`src/rtl/alu_pkg.sv`:
```
// Shared opcode/state types and the SF/ZF flag helper for the sequential ALU.
package alu_pkg;

  typedef enum logic [2:0] {
    OP_ADD = 3'b000,
    OP_SUB = 3'b001,
    OP_SHL = 3'b010,
    OP_SHR = 3'b011,
    OP_AND = 3'b100,
    OP_OR  = 3'b101,
    OP_XOR = 3'b110,
    OP_MUL = 3'b111
  } alu_op_t;

  typedef enum logic [0:0] {
    ST_IDLE = 1'b0,
    ST_MUL  = 1'b1
  } alu_state_t;

  localparam int unsigned FLAG_MAX_W = 64;

  // {SF, ZF} of a result zero-extended to FLAG_MAX_W bits; w is the real result width.
  function automatic logic [1:0] alu_flags_f(input logic [FLAG_MAX_W-1:0] r,
                                             input int unsigned           w);
    logic [FLAG_MAX_W-1:0] sh;
    sh = r >> (w - 32'd1);
    return {sh[0], ~|r};
  endfunction

endpackage

```
`src/rtl/alu_mul_iter.sv`:
```
// Iterative shift-add multiplier: consumes one multiplier bit per i_run cycle.
// o_done_c is high in the last of WIDTH run cycles, with o_prod_c holding the full product.
module alu_mul_iter #(
  parameter int unsigned WIDTH = 3
) (
  input  logic                 clk,
  input  logic                 rst,
  input  logic                 i_start,
  input  logic                 i_run,
  input  logic [WIDTH-1:0]     i_a,
  input  logic [WIDTH-1:0]     i_b,
  output logic                 o_done_c,
  output logic [2*WIDTH-1:0]   o_prod_c
);

  localparam int unsigned      CNT_W    = $clog2(WIDTH);
  localparam logic [CNT_W-1:0] CNT_LAST = CNT_W'(WIDTH - 1);

  logic [2*WIDTH-1:0] r_acc;
  logic [2*WIDTH-1:0] r_mcand;
  logic [WIDTH-1:0]   r_mplier;
  logic [CNT_W-1:0]   r_cnt;
  logic [2*WIDTH-1:0] w_addend;

  assign w_addend = r_mplier[0] ? r_mcand : '0;
  assign o_prod_c = r_acc + w_addend;
  assign o_done_c = i_run & (r_cnt == CNT_LAST);

  always_ff @(posedge clk) begin
    if (rst) begin
      r_acc    <= '0;
      r_mcand  <= '0;
      r_mplier <= '0;
      r_cnt    <= '0;
    end else if (i_start) begin
      r_acc    <= '0;
      r_mcand  <= {{WIDTH{1'b0}}, i_a};
      r_mplier <= i_b;
      r_cnt    <= '0;
    end else if (i_run) begin
      r_acc    <= o_prod_c;
      r_mcand  <= r_mcand << 1;
      r_mplier <= r_mplier >> 1;
      r_cnt    <= r_cnt + CNT_W'(1);
    end
  end

endmodule

```
`src/rtl/alu_seq_nbit.sv`:
```
// Registered N-bit ALU with valid/ready handshake on both sides.
// Define ALU_MUL_EN to build the iterative multiplier for OP=111; otherwise OP=111 yields zero.
module alu_seq_nbit
  import alu_pkg::*;
#(
  parameter int unsigned WIDTH = 3
) (
  input  logic             clk,
  input  logic             rst,
  input  logic             in_valid,
  output logic             in_ready,
  input  logic [WIDTH-1:0] A,
  input  logic [WIDTH-1:0] B,
  input  logic [2:0]       OP,
  output logic             out_valid,
  input  logic             out_ready,
  output logic [WIDTH-1:0] R,
  output logic             CF,
  output logic             SF,
  output logic             ZF,
  output logic             OF,
  output logic             busy
);

  localparam int unsigned      SHAMT_W = $clog2(WIDTH);
  localparam logic [WIDTH-1:0] W_LIM   = WIDTH'(WIDTH);

  logic               w_accept, w_accept_1c, w_idle;
  logic [WIDTH:0]     w_sum, w_dif, w_shl, w_shr;
  logic [SHAMT_W-1:0] w_shamt;
  logic               w_sh_over;
  logic [WIDTH-1:0]   w_res;
  logic               w_res_cf, w_res_of;

  logic               r_out_valid, r_cf, r_sf, r_zf, r_of;
  logic [WIDTH-1:0]   r_r;
  logic               w_ov_nxt, w_cf_nxt, w_of_nxt;
  logic [WIDTH-1:0]   w_r_nxt;
  logic [1:0]         w_sz_nxt;

  assign w_sum     = {1'b0, A} + {1'b0, B};
  assign w_dif     = {1'b0, A} - {1'b0, B};
  assign w_shamt   = B[SHAMT_W-1:0];
  // Any shift distance of WIDTH or more (judged on all of B) clears both R and CF.
  assign w_sh_over = (B >= W_LIM);
  assign w_shl     = {1'b0, A} << w_shamt;
  assign w_shr     = {A, 1'b0} >> w_shamt;

  // Single-cycle result and carry/overflow.
  always_comb begin
    w_res    = '0;
    w_res_cf = 1'b0;
    w_res_of = 1'b0;
    case (OP)
      OP_ADD: begin
        w_res    = w_sum[WIDTH-1:0];
        w_res_cf = w_sum[WIDTH];
        w_res_of = (A[WIDTH-1] == B[WIDTH-1]) && (w_sum[WIDTH-1] != A[WIDTH-1]);
      end
      OP_SUB: begin
        w_res    = w_dif[WIDTH-1:0];
        w_res_cf = w_dif[WIDTH];
        w_res_of = (A[WIDTH-1] != B[WIDTH-1]) && (w_dif[WIDTH-1] != A[WIDTH-1]);
      end
      OP_SHL: if (!w_sh_over) begin
        w_res    = w_shl[WIDTH-1:0];
        w_res_cf = w_shl[WIDTH];
      end
      OP_SHR: if (!w_sh_over) begin
        w_res    = w_shr[WIDTH:1];
        w_res_cf = w_shr[0];
      end
      OP_AND:  w_res = A & B;
      OP_OR:   w_res = A | B;
      OP_XOR:  w_res = A ^ B;
      default: ;
    endcase
  end

`ifdef ALU_MUL_EN
  alu_state_t         r_state, w_state_nxt;
  logic               w_mul_start, w_mul_done;
  logic [2*WIDTH-1:0] w_prod;

  assign w_idle      = (r_state == ST_IDLE);
  assign w_mul_start = w_accept && (OP == OP_MUL);
  assign w_accept_1c = w_accept && (OP != OP_MUL);
  assign busy        = (r_state == ST_MUL);

  alu_mul_iter #(.WIDTH(WIDTH)) u_mul (
    .clk      (clk),
    .rst      (rst),
    .i_start  (w_mul_start),
    .i_run    (busy),
    .i_a      (A),
    .i_b      (B),
    .o_done_c (w_mul_done),
    .o_prod_c (w_prod)
  );

  always_ff @(posedge clk) begin
    if (rst) r_state <= ST_IDLE;
    else     r_state <= w_state_nxt;
  end
`else
  assign w_idle      = 1'b1;
  assign w_accept_1c = w_accept;
  assign busy        = 1'b0;
`endif

  assign in_ready = w_idle & (~r_out_valid | out_ready) & ~rst;
  assign w_accept = in_valid & in_ready;

  // Next state and next output register contents.
  always_comb begin
`ifdef ALU_MUL_EN
    w_state_nxt = r_state;
`endif
    w_ov_nxt = r_out_valid & ~out_ready;
    w_r_nxt  = r_r;
    w_cf_nxt = r_cf;
    w_of_nxt = r_of;
    if (w_accept_1c) begin
      w_ov_nxt = 1'b1;
      w_r_nxt  = w_res;
      w_cf_nxt = w_res_cf;
      w_of_nxt = w_res_of;
    end
`ifdef ALU_MUL_EN
    if (w_mul_start) w_state_nxt = ST_MUL;
    if (w_mul_done) begin
      w_state_nxt = ST_IDLE;
      w_ov_nxt    = 1'b1;
      w_r_nxt     = w_prod[WIDTH-1:0];
      w_cf_nxt    = |w_prod[2*WIDTH-1:WIDTH];
      w_of_nxt    = |w_prod[2*WIDTH-1:WIDTH];
    end
`endif
  end

  assign w_sz_nxt = alu_flags_f(FLAG_MAX_W'(w_r_nxt), WIDTH);

  always_ff @(posedge clk) begin
    if (rst) begin
      r_out_valid <= 1'b0;
      r_r         <= '0;
      r_cf        <= 1'b0;
      r_sf        <= 1'b0;
      r_zf        <= 1'b1;
      r_of        <= 1'b0;
    end else begin
      r_out_valid <= w_ov_nxt;
      r_r         <= w_r_nxt;
      r_cf        <= w_cf_nxt;
      r_sf        <= w_sz_nxt[1];
      r_zf        <= w_sz_nxt[0];
      r_of        <= w_of_nxt;
    end
  end

  assign out_valid = r_out_valid;
  assign R         = r_r;
  assign CF        = r_cf;
  assign SF        = r_sf;
  assign ZF        = r_zf;
  assign OF        = r_of;

endmodule

```
`config.mk`:
```
export PLATFORM = sky130hd
export DESIGN_NAME = alu_seq_nbit
export DESIGN_NICKNAME = d
export VERILOG_FILES = /design/src/rtl/alu_pkg.sv /design/src/rtl/alu_mul_iter.sv /design/src/rtl/alu_seq_nbit.sv
export SDC_FILE = /design/constraint.sdc
export NUM_CORES = 1
export LEC_CHECK = 0
export ABC_AREA = 0
export CORE_MARGIN = 5
export CORE_UTILIZATION = 30
export CTS_CLUSTER_SIZE = 28
export DETAILED_ROUTE_END_ITERATION = 8
export PLACE_DENSITY = 0.63
export SYNTH_ARGS = -nofsm -noshare
export SYNTH_HDL_FRONTEND = slang
export SYNTH_SLANG_ARGS = --single-unit
```
`constraint.sdc`:
```
create_clock -name clk -period 5.5 [get_ports clk]
set_input_delay 1.65 -clock clk [delete_from_list [all_inputs] [get_ports clk]]
set_output_delay 1.65 -clock clk [all_outputs]
set_load 0.005 [all_outputs]
```
==> flow_metrics.py, run 1 <==
metrics = {
    "sta": {
        "max_freq_mhz": 224,
        "slew_violations": 0,
        "fin_skew_ns": 0.00593,
        "tns_ns": 0,
        "slew_headroom_pct": 60.1,
        "rsz0062_at_grt": "false",
        "setup_viol": 0,
        "fin_crit_ns": 4.46,
        "worstMarginPinSlew_ns": 0.597,
        "period_share_pct": 81.1,
        "holdWs_ns": 0.474,
        "finalHoldViolations": 0,
    },
    "placed_design": {
        "port-buffer-count": 21,
        "numPlacedInstances": 158,
        "gp_congestion": 0.789,
        "dp_hpwl_mm": 1.69,
        "place_area_um2": 1080,
    },
    "worst_setup_path": {
        "critPathBufInv": 2,
        "worstSetupEndpointType": "output pin",
        "cpMostUsedCell": "clkdlybuf4s50_1",
        "crit_type": "in2out",
        "critical_path.top_delay_family": "buffers and inverters",
        "cp_max_fo": 5,
        "arrival_ns": 2.81,
        "slowest_delay_ns": 0.51,
        "start_kind": "input port",
        "worstPathRequired_ns": 3.85,
        "crit_slowest_cell": "clkdlybuf4s50_1",
        "crit_chain": "clkdlybuf4s50_1 -> nor2_1 -> clkdlybuf4s50_1",
    },
    "yosys": {
        "yosys.area.top_type": "dfxtp_1",
        "yosys-top-cells-area": "dfxtp_1 16%, ha_1 14%, fa_1 4.5%",
        "synthMuxAreaShare_pct": 2.40,
        "ys.flop_type": "dfxtp_1",
        "synth_area_um2": 886,
        "syn_inst": 114,
        "synth_top_family_by_area": "compound AO/OA/AOI/OAI gates",
        "async_reset_ff_share_pct": 0,
        "postSynthAreaPerCell_um2": 7.77,
        "ys_types": 43,
        "yosys_warnings": 0,
        "synth_compound_area_share_pct": 28.5,
        "synthSimpleGateAreaFrac_pct": 20.9,
        "synth_nets": 139,
        "synth-seq-cells": 7,
        "synth-edff-count": 0,
        "synth_xor_area_share_pct": 2.97,
        "yosysSeqAreaShare_pct": 15.8,
        "synthAdderAreaFrac_pct": 18.6,
        "synth_top_area_share_pct": 15.8,
    },
    "clock_tree": {
        "cts_made_buffers": 3,
        "cts_max_level": 1,
        "cts_tree": "built",
        "hold_buffers": 0,
        "ctsRootBufferMaster": "clkbuf_4",
        "clkSlewWorstSetupHoldPaths_ns": 0.05,
        "post_cts_buffers": 0,
        "clk_path_buf_depth": 2,
        "clkSinkCount": 7,
        "cts-resized-gates": 0,
        "worstSkewPairLatency_ns": 0.25,
    },
    "finish": {
        "layout.cells.non_filler": 162,
        "layout.nets": 157,
        "n_antenna_cell": 0,
        "drive_gt1_share_pct": 8.40,
        "final_cell_mix": "21 x clkdlybuf4s50_1, 10 x ha_1, 9 x nor2_1",
        "areaGrowthSynthToFinish_pct": 24.6,
        "fin_area_um2": 1100,
        "layout_commonest_cell": "clkdlybuf4s50_1",
    },
    "worst_hold_path": {
        "hp-class": "reg2reg",
    },
    "global_routing": {
        "grt_use_total_pct": 10.6,
        "first_global_vias": 878,
        "grt_start_max_net_pins": 18,
        "grt_pass1_wl_mm": 3.66,
        "antenna_found_initial": 0,
        "overflow": 0,
    },
    "route": {
        "totalWireLength_mm": 2.12,
        "drt-vias-per-instance": 5.12,
        "drc": 0,
        "postRouteAntennaNets": 0,
        "drtIter0Drc": 16,
        "wl_per_cell_um": 13.1,
        "via_count": 829,
        "firstDrtPassIters": 4,
    },
    "die": {
        "core-area_um2": 2810,
        "die_w_um": 64.3,
        "ios": 23,
        "start_util_pct": 31.6,
        "rows": 19,
        "die-area_um2": 4140,
        "die_y_um": 64.3,
    },
    "power": {
        "max-vdd-ir-drop_mv": 0.0421,
        "power_per_cell_area_nw_per_um2": 152,
        "total_power_mw": 0.167,
        "power.leakage_nw": 0.440,
    },
    "job": {
        "timing.max_cap.violations": 0,
    },
    "status": {
        "outcome": "finished clean",
    },
}
[through the flow]
| step | worst slack [ns] | util, % |
|---|---|---|
| 2_1_floorplan | 1.97 | - |
| 3_3_place_gp | 1.07 | 38.4 |
| 3_5_place_dp | 1.04 | 38.4 |
| 4_1_cts | 1.04 | 39.3 |
| 5_1_grt | 1.00 | 39.3 |
| 6_report | 1.04 | 39.3 |
[report_power, final]
group	leakage (nW)	internal (mW)	switching [mW]
Sequential	0.0571	0.0532	0.00128
Combinational	0.368	0.0321	0.0349
Clock	0.0150	0.0276	0.0182
Total	0.440	0.113	0.0544
[Yosys cell counts (3+ instances only)]
library cell,count
dfxtp_1,7
buf_2,3
a31oi_1,4
o21ai_0,6
nor2_1,9
nand3_1,6
nor2b_1,4
inv_1,6
ha_1,10
nand2_1,6
a21oi_1,7
inv_2,3
[path summary, 6_finish.rpt]
path | start | endpoint | slack [ns] | cells after the start
setup / recovery | rst | in_ready | 1.04 | 3
hold reg to reg | CF$_SDFFE_PP0P_ | CF$_SDFFE_PP0P_ | 0.47 | 1
setup reg to reg | out_valid$_SDFF_PP0_ | ZF$_SDFF_PP1_ | 4.14 | 6
hold / removal | CF$_SDFFE_PP0P_ | CF$_SDFFE_PP0P_ | 0.47 | 1
[area by class of cell]
| class | count | area, um2 |
|---|---|---|
| fillers | 298 | 1700 |
| flip-flops and latches | 7 | 140 |
| inverters | 9 | 33.8 |
| multi-input cells | 90 | 654 |
| repair buffers | 21 | 210 |
| well taps | 31 | 38.8 |
| clock buffers | 4 | 26.3 |
[sequential cells by signal, indices dropped and copies added (netlist names)]
| register | cells |
|---|---|
| CF | 1 |
| OF | 1 |
| R | 2 |
| SF | 1 |
| ZF | 1 |
| out_valid | 1 |
[layer usage]
| metal | GRT usage [%] | vias up | part of all wire (%) |
|---|---|---|---|
| met5 | 0 | - | 0 |
| met4 | 3.43 | 0 | 1.1 |
| met3 | 1.75 | 3 | 6.6 |
| met2 | 19.1 | 26 | 45 |
| met1 | 12.9 | 363 | 47 |
| li1 | - | 437 | - |
[kinds of logic (layout without fill, tap and decap cells)]
| kind of cell | Yosys count | in the layout |
|---|---|---|
| AOI/OAI and AO/OA | 36 | 36 |
| and+or+nand+nor | 36 | 36 |
| buffers and inverters | 17 | 34 |
| adders and majority gates | 12 | 12 |
| DFF | 7 | 7 |
| xor gates and xnor gates | 3 | 3 |
| muxes | 2 | 2 |
| other | 1 | 1 |
(Power assumes the default switching activity.)
==> run 2: changes to the inputs <==
Clock period 5.5 ns to 4.55 ns, I/O delays scaled along.
==> run 2 against run 1 <==
Sequential power up 21%. Critical path depth unchanged. Cell count is the same. Routed wire length up 0.94%. Worst hold slack is essentially flat. Core utilization stayed put. Setup slack lost 0.39 ns. Total power increased by 23%. Design area stayed put. Critical endpoint unchanged. Highest routed layer unchanged.
==> flow_metrics.py, run 2 (synthesized netlist as in run 1, its figures left out) <==
metrics = {
    "status": {
        "outcome": "finished clean",
    },
    "route": {
        "totalWireLength_mm": 2.14,
        "drtIter0Drc": 40,
        "via_count": 853,
        "wl_per_cell_um": 13.2,
        "drt-vias-per-instance": 5.27,
        "firstDrtPassIters": 4,
        "postRouteAntennaNets": 0,
        "drc": 0,
    },
    "die": {
        "ios": 23,
        "core-area_um2": 2810,
        "die_w_um": 64.3,
        "die_y_um": 64.3,
        "die-area_um2": 4140,
        "start_util_pct": 31.6,
        "rows": 19,
    },
    "clock_tree": {
        "ctsRootBufferMaster": "clkbuf_4",
        "cts-resized-gates": 0,
        "worstSkewPairLatency_ns": 0.26,
        "clkSinkCount": 7,
        "cts_tree": "built",
        "post_cts_buffers": 0,
        "hold_buffers": 0,
        "clkSlewWorstSetupHoldPaths_ns": 0.05,
        "cts_max_level": 1,
        "clk_path_buf_depth": 2,
        "cts_made_buffers": 3,
    },
    "worst_setup_path": {
        "cpMostUsedCell": "clkdlybuf4s50_1",
        "r2r_setup_slack_ns": 3.19,
        "slowest_delay_ns": 0.52,
        "start_kind": "input port",
        "worstReg2RegEnd": "CF$_SDFFE_PP0P_",
        "crit_slowest_cell": "clkdlybuf4s50_1",
        "cp_max_fo": 5,
        "worstPathRequired_ns": 3.18,
        "r2r.worst_path.cells": 6,
        "crit_chain": "clkdlybuf4s50_1 -> nor2_1 -> clkdlybuf4s50_1",
        "r2r-start": "out_valid$_SDFF_PP0_",
        "crit_type": "in2out",
        "arrival_ns": 2.53,
        "worstSetupEndpointType": "output pin",
    },
    "finish": {
        "largest_reg_flops": 2,
        "final_cell_mix": "21 x clkdlybuf4s50_1, 10 x ha_1, 9 x nor2_1",
        "layout.nets": 157,
        "drive_gt1_share_pct": 8.40,
        "layout_commonest_cell": "clkdlybuf4s50_1",
        "areaGrowthSynthToFinish_pct": 24.6,
        "n_antenna_cell": 0,
        "n_fill_cell": 304,
        "fin_area_um2": 1100,
    },
    "power": {
        "power_per_cell_area_nw_per_um2": 186,
        "total_power_mw": 0.205,
        "max-vdd-ir-drop_mv": 0.0603,
        "power.leakage_nw": 0.440,
    },
    "sta": {
        "slew_violations": 0,
        "tns_ns": 0,
        "fin_crit_ns": 3.90,
        "rsz0062_at_grt": "false",
        "slew_headroom_pct": 60.7,
        "fin_skew_ns": 0.00367,
        "finalHoldViolations": 0,
        "max_freq_mhz": 257,
        "setup_viol": 0,
        "period_share_pct": 85.6,
        "worstMarginPinSlew_ns": 0.588,
        "holdWs_ns": 0.474,
    },
    "worst_hold_path": {
        "holdPathEnd": "R[0]$_SDFF_PP0_",
        "holdPathStages": 2,
        "hold_start": "R[0]$_SDFF_PP0_",
        "hp-class": "reg2reg",
    },
    "global_routing": {
        "grt_use_total_pct": 11.1,
        "grt_pass1_wl_mm": 3.78,
        "first_global_vias": 880,
        "grt_start_max_net_pins": 18,
        "antenna_found_initial": 0,
        "overflow": 0,
    },
    "placed_design": {
        "place_area_um2": 1080,
        "port-buffer-count": 21,
        "gp_congestion": 0.797,
        "dp_hpwl_mm": 1.73,
    },
    "job": {
        "timing.max_cap.violations": 0,
    },
}
-- run 2: cell counts in the layout (fill, tap and decap cells not counted) --
No cell type changed its count.
-- run 2: power breakdown --
| group | total, mW | switching (mW) | internal, mW |
|---|---|---|---|
| sequential | 0.0658 | 0.00149 | 0.0643 |
| clock | 0.0579 | 0.0244 | 0.0336 |
| combinational | 0.0813 | 0.0425 | 0.0388 |
-- run 2: worst max path at each step --
stage                     startpoint       end  slack, ns  cells past startpoint
final                            rst  in_ready       0.65                      3
after global routing             rst  in_ready       0.58                      3
after CTS                        rst  in_ready       0.65                      3
after detailed placement         rst  in_ready       0.66                      3
after global placement           rst  in_ready       0.69                      3
after floorplan            out_ready  in_ready       1.59                      2
-- run 2: area by class of cell --
type                            count  area, um2  share of cell area, %
Sequential cell                     7        140                   12.7
Timing Repair Buffer               21        210                   19.0
Tap cell                           31       38.8                   3.51
Inverter                            9       33.8                   3.06
Clock buffer                        4       26.3                   2.38
Multi-Input combinational cell     90        654                   59.3
-- run 2: per-stage QoR --
stage	util (%)	std cells	setup WS, ns
after floorplan	-	114	1.59
after global placement	38.4	158	0.688
after detailed placement	38.4	158	0.656
after CTS	39.3	162	0.650
after global routing	39.3	162	0.578
final	39.3	162	0.654
-- run 2: layer usage --
metal	GRT usage (%)	up-vias	share of wire, %
li1	-	439	-
met1	13.4	387	44
met2	19.6	24	48
met3	1.93	3	6.8
met4	4.22	0	1.3
met5	0	-	0
-- run 2: worst max-delay path, delay by kind of cell --
kind | cells | cell delay (ns)
and+or+nand+nor | 1 | 0.16
buffers and inverters | 2 | 1.01
==> run 3: changes to the inputs <==
Settings changed: TNS_END_PERCENT from default to 50.
==> results of run 3 <==
Final layout, timing and power as in run 2 (identical DEF).
